### config.mk
export PLATFORM = sky130hd
export DESIGN_NAME = fifo_rd_ctrl
export DESIGN_NICKNAME = d
export VERILOG_FILES = /design/src/rtl/fifo_rd_ctrl.sv
export SDC_FILE = /design/constraint.sdc
export NUM_CORES = 1
export LEC_CHECK = 0
export BUFFER_PORTS_ARGS = -buffer_cell sky130_fd_sc_hd__buf_2
export CAP_MARGIN = 25
export CORE_MARGIN = 4
export CORE_UTILIZATION = 45
export DETAILED_ROUTE_END_ITERATION = 12
export PLACE_DENSITY = 0.74
export REMOVE_ABC_BUFFERS = 1
export SYNTH_ARGS = -nofsm -noshare
export SYNTH_HDL_FRONTEND = slang
export SYNTH_SLANG_ARGS = --single-unit
### constraint.sdc
create_clock -name clk -period 2.7 [get_ports clk]
set_input_delay 0.54 -clock clk [delete_from_list [all_inputs] [get_ports clk]]
set_output_delay 0.54 -clock clk [all_outputs]
set_load 0.05 [all_outputs]
### src/rtl/fifo_rd_ctrl.sv
// Read-side pointer controller for a dual-clock FIFO: synchronizes the Gray write pointer,
// owns the binary/Gray read pointer and derives fill count, empty and sticky error flags.
module fifo_rd_ctrl #(
  parameter int unsigned AW         = 4,
  parameter int unsigned SYNCS      = 2,
  parameter int unsigned PROG_EMPTY = 2
) (
  input  logic          clk,
  input  logic          nreset,
  input  logic [AW:0]   wr_ptr_gray,
  input  logic          rd_en,
  input  logic          err_clr,
  output logic [AW-1:0] rd_addr,
  output logic [AW:0]   rd_ptr_gray,
  output logic          rd_fire,
  output logic [AW:0]   count,
  output logic          empty,
  output logic          prog_empty,
  output logic          underflow,
  output logic          ptr_err
);

  localparam int unsigned PW           = AW + 1;
  localparam logic [AW:0] ProgEmptyLvl = PW'(PROG_EMPTY);
  localparam logic [AW:0] DepthLvl     = PW'(1) << AW;

  logic [AW:0] sync_q [SYNCS];
  logic [AW:0] sync_d [SYNCS];
  logic [AW:0] wr_gray_s;
  logic [AW:0] wr_bin_d, wr_bin_q;
  logic [AW:0] rd_ptr_bin_d, rd_ptr_bin_q;
  logic [AW:0] rd_ptr_gray_d, rd_ptr_gray_q;
  logic        underflow_d, underflow_q;
  logic        ptr_err_d, ptr_err_q;

  // First stage samples the asynchronous pointer directly; no logic in front of it.
  always_comb begin
    sync_d[0] = wr_ptr_gray;
    for (int i = 1; i < int'(SYNCS); i++) begin
      sync_d[i] = sync_q[i-1];
    end
  end

  assign wr_gray_s = sync_q[SYNCS-1];

  // Binary bit i is the XOR of Gray bits AW..i.
  always_comb begin
    wr_bin_d = '0;
    for (int i = 0; i <= int'(AW); i++) begin
      wr_bin_d[i] = ^(wr_gray_s >> i);
    end
  end

  // Decoded purely from flops; only rd_fire additionally sees rd_en.
  always_comb begin
    count      = wr_bin_q - rd_ptr_bin_q;
    empty      = (count == '0);
    prog_empty = (count <= ProgEmptyLvl);
    rd_fire    = rd_en & ~empty;
  end

  // Gray is derived from the same next value so both pointers move on the same edge.
  always_comb begin
    rd_ptr_bin_d  = rd_ptr_bin_q + PW'(rd_fire);
    rd_ptr_gray_d = rd_ptr_bin_d ^ (rd_ptr_bin_d >> 1);
  end

  // Sticky flags: a set condition in the same cycle as err_clr wins.
  always_comb begin
    underflow_d = (rd_en & empty) | (underflow_q & ~err_clr);
    ptr_err_d   = (count > DepthLvl) | (ptr_err_q & ~err_clr);
  end

  always_ff @(posedge clk or negedge nreset) begin
    if (!nreset) begin
      for (int i = 0; i < int'(SYNCS); i++) begin
        sync_q[i] <= '0;
      end
      wr_bin_q      <= '0;
      rd_ptr_bin_q  <= '0;
      rd_ptr_gray_q <= '0;
      underflow_q   <= 1'b0;
      ptr_err_q     <= 1'b0;
    end else begin
      for (int i = 0; i < int'(SYNCS); i++) begin
        sync_q[i] <= sync_d[i];
      end
      wr_bin_q      <= wr_bin_d;
      rd_ptr_bin_q  <= rd_ptr_bin_d;
      rd_ptr_gray_q <= rd_ptr_gray_d;
      underflow_q   <= underflow_d;
      ptr_err_q     <= ptr_err_d;
    end
  end

  assign rd_addr     = rd_ptr_bin_q[AW-1:0];
  assign rd_ptr_gray = rd_ptr_gray_q;
  assign underflow   = underflow_q;
  assign ptr_err     = ptr_err_q;

endmodule

==> flow_summary.rst <==
.. list-table::
   :header-rows: 1

   * - Metric
     - Value
   * - Final Critical Period
     - between 2 and 3 ns
   * - Commonest non-fill, non-tap cells in the layout
     - sky130_fd_sc_hd__dfrtp_1 (26), sky130_fd_sc_hd__buf_2 (23), sky130_fd_sc_hd__inv_1 (11)
   * - Diodes inserted
     - 0
   * - Series of cell instances along the critical path
     - ha_2 -> fa_2 -> nand2b_4 -> a21oi_4 -> xnor2_4 -> o31a_1 -> buf_6
   * - Worst Skew
     - 0.000775 ns
   * - Largest buffer count on any clock path
     - 2
   * - Slowest stage cell on the critical path
     - sky130_fd_sc_hd__dfrtp_1
   * - Max frequency
     - between 0.3 and 0.4 GHz
   * - DR DRC count
     - 0
   * - Number of routed nets with antenna violations
     - 0
   * - Syn Area/Cell
     - around 13 sq um
   * - Number of top-level pins
     - 28
   * - Start point of the critical path
     - rd_ptr_bin_q[0]
   * - Wire length of the first global-routing pass
     - 2.93 mm
   * - Sink Count
     - 26
   * - CTS buffer count
     - 3
   * - Hold WC Path Type
     - input port to async pin
   * - Multi-input logic area
     - 430 sq um
   * - Pin count of the biggest net entering global routing
     - 27
   * - Largest fanout of any net on the critical path
     - 3
   * - Via-per-instance ratio
     - ~4.8
   * - Number of failing setup endpoints in the final timing report
     - 3
   * - Detailed Route Iter0 Violations
     - 10
   * - Remaining global-route overflow
     - 0
   * - Violations in the final reports
     - negative setup slack
   * - Endpoint of the lowest-slack register-to-register path
     - rd_ptr_gray[3]
   * - Delay of the slowest cell on the worst path
     - between 0.4 and 0.5 ns
   * - Number of enable flip-flop cells after synthesis
     - 0
   * - Critical path class
     - flop to primary output
   * - Number of search-and-repair iterations in the first detailed-routing pass
     - 2
   * - Aggregate global-route resource usage
     - ~12%
   * - Yosys warning total
     - 0
   * - Total core area
     - 2190 sq um
   * - Type of element launching the critical path
     - flop
   * - R2R Setup Slk
     - approximately 0.050 ns
   * - Max capacitance violation total
     - 0
   * - Floorplan die area
     - 3120 sq um
   * - Fin. max-slew vios
     - 0
   * - Number of distinct library cell variants in the gate-level netlist after synthesis
     - 21
   * - Die width
     - about 56 microns
   * - Critical Path RT
     - ~2.2 ns
   * - Ratio of final minimum period to clock period
     - 103%
   * - Critical path capture point type
     - primary output
   * - Number of failing hold endpoints at the final stage
     - 0
   * - Clk_lat worst skew
     - a little over 0.3 ns
   * - Final cell count without fillers
     - between 100 and 150
   * - RSZ-0062 raised after global routing
     - yes
   * - Post-detailed-routing wire length
     - approximately 2 mm
   * - Worst EP arrival
     - 2.24 ns
   * - CTS root buf
     - sky130_fd_sc_hd__clkbuf_4
   * - Placed instance count
     - approximately 140
   * - Worst-case setup slack after placement
     - -0.0240 ns
   * - Vias in the first global route
     - 708
   * - Post-synthesis register bit count
     - 26
   * - Vias
     - 685
   * - Beginning of the worst register-to-register path
     - rd_ptr_bin_q[0]
   * - Gate Count Post-Synth
     - between 70 and 80
   * - Worst Tran Pin Value
     - 0.558 ns
   * - Rel. slew slack
     - a little over three fifths
   * - Hold Slack
     - 0.199 ns
   * - Starting utilization of the core area
     - 47.1%
   * - Number of fill cells
     - 161
   * - Combined area of all synthesized cells
     - 1030 sq um
   * - Port Buffer Count
     - 27
   * - Final-stage net count
     - between 100 and 150
   * - Share of synthesized area occupied by flip-flops and latches
     - between 60% and 70%
   * - Share of layout cells above drive strength 1
     - between 40% and 50%
   * - H-tree level count
     - 1
   * - Synthesis-to-finish area growth
     - 38.0%
   * - Number of hold-repair buffers added at the cts stage
     - 0
   * - Standard-cell row count
     - 17
   * - Cell count of the worst reg-to-reg path
     - 11
   * - Detailed-route wire length per cell
     - approximately 14 microns
   * - FF+latch area
     - ~650 sq um
   * - Routability congestion estimate
     - roughly 0.8
   * - Post-detail-place hpwl
     - 1.39 mm
   * - Clock-pin slew of the registers on the worst-case setup and hold paths
     - 0.13 ns
   * - Slack of the critical path
     - -0.0767 ns
   * - Proportion of synthesized flip-flops having asynchronous set or reset
     - 100%
   * - Most common library cell in the layout ignoring fill and taps
     - sky130_fd_sc_hd__dfrtp_1
   * - CTS tree
     - yes
   * - Core Util, Final
     - between 60% and 70%
   * - Die height
     - 55.9 microns
   * - Number of antenna violations at the first check in global routing
     - 0
   * - End point of the critical path
     - rd_fire
   * - Result of the run
     - finished with violations
   * - Post-synth top flop
     - sky130_fd_sc_hd__dfrtp_1
synth_stat cells, types with 2 or more instances:
cell	count	area share, %
sky130_fd_sc_hd__a21oi_1	2	0.97
sky130_fd_sc_hd__dfrtp_1	26	63
sky130_fd_sc_hd__ha_1	6	7.3
sky130_fd_sc_hd__inv_1	11	4.0
sky130_fd_sc_hd__nand3_1	3	1.5
sky130_fd_sc_hd__nor2_1	3	1.1
sky130_fd_sc_hd__xnor2_1	5	4.2
sky130_fd_sc_hd__xor2_1	9	7.6
area by class of cell:
type,count,area share (%)
Multi-Input combinational cell,41,30.3
Inverter,11,2.90
Clock inverter,1,2.11
Tap cell,28,2.46
Sequential cell,26,45.7
Clock buffer,3,1.58
Timing Repair Buffer,33,15.0
sequential cells by signal, indices dropped and copies added, names as in the netlist:
| register | cells |
|---|---|
| underflow | 1 |
| ptr_err | 1 |
| rd_ptr_gray | 4 |
| wr_gray_s | 5 |
| rd_ptr_bin_q | 5 |
| wr_bin_q | 5 |
| sync_d | 5 |
repair_timing:
action,4_1_cts,5_1_grt
gates resized for setup,17,10
pin swaps,5,2
endpoints found under the setup margin,6,7
setup buffers,1,2
through the flow:
step / setup TNS (ns) / cell area, sq um
finish: -0.195 / 1420
CTS: -0.00655 / 1350
global placement: 0 / 1220
floorplan: -12.98 / 1030
detailed placement: -0.0240 / 1220
global route: -0.630 / 1420
routing by layer:
layer	vias up	global-route usage, %	wire, microns
met5	-	0	0
met4	0	5.42	40
met3	4	3.25	111
met2	21	23.1	1110
met1	335	12.5	707
li1	325	-	-
worst max-delay path, delay by kind of cell (launching register included):
family | cells | cell delay [ns]
fa+ha+maj | 2 | 0.57
buf+inv | 1 | 0.17
compound gates | 2 | 0.49
simple gates | 1 | 0.16
xor+xnor | 1 | 0.12
flops | 1 | 0.41
how the worst min path moves through the flow:
stage,depth (start not counted),end,slack (ns)
CTS,1,sync_d[2],0.20
global route,1,rd_ptr_gray[1],0.21
floorplan,0,ptr_err,0.24
detailed placement,0,wr_gray_s[4],0.34
global placement,0,wr_gray_s[0],0.33
finish,1,rd_ptr_bin_q[2],0.20
logic make-up (layout without fill, tap and decap cells):
logic type	after synthesis	count (layout)	synth area share (%)
AND/OR/NAND/NOR	12	12	6.19
AO/OA/AOI/OAI	8	8	5.58
adder cells (fa/ha/maj)	7	7	9.22
buffers and inverters	11	48	4.00
XOR/XNOR	14	14	11.9
flip-flops	26	26	63.1
Power is left out: the tool's default activity adds up to more than one toggle a clock period on the data nets, which glitch-free logic cannot reach.
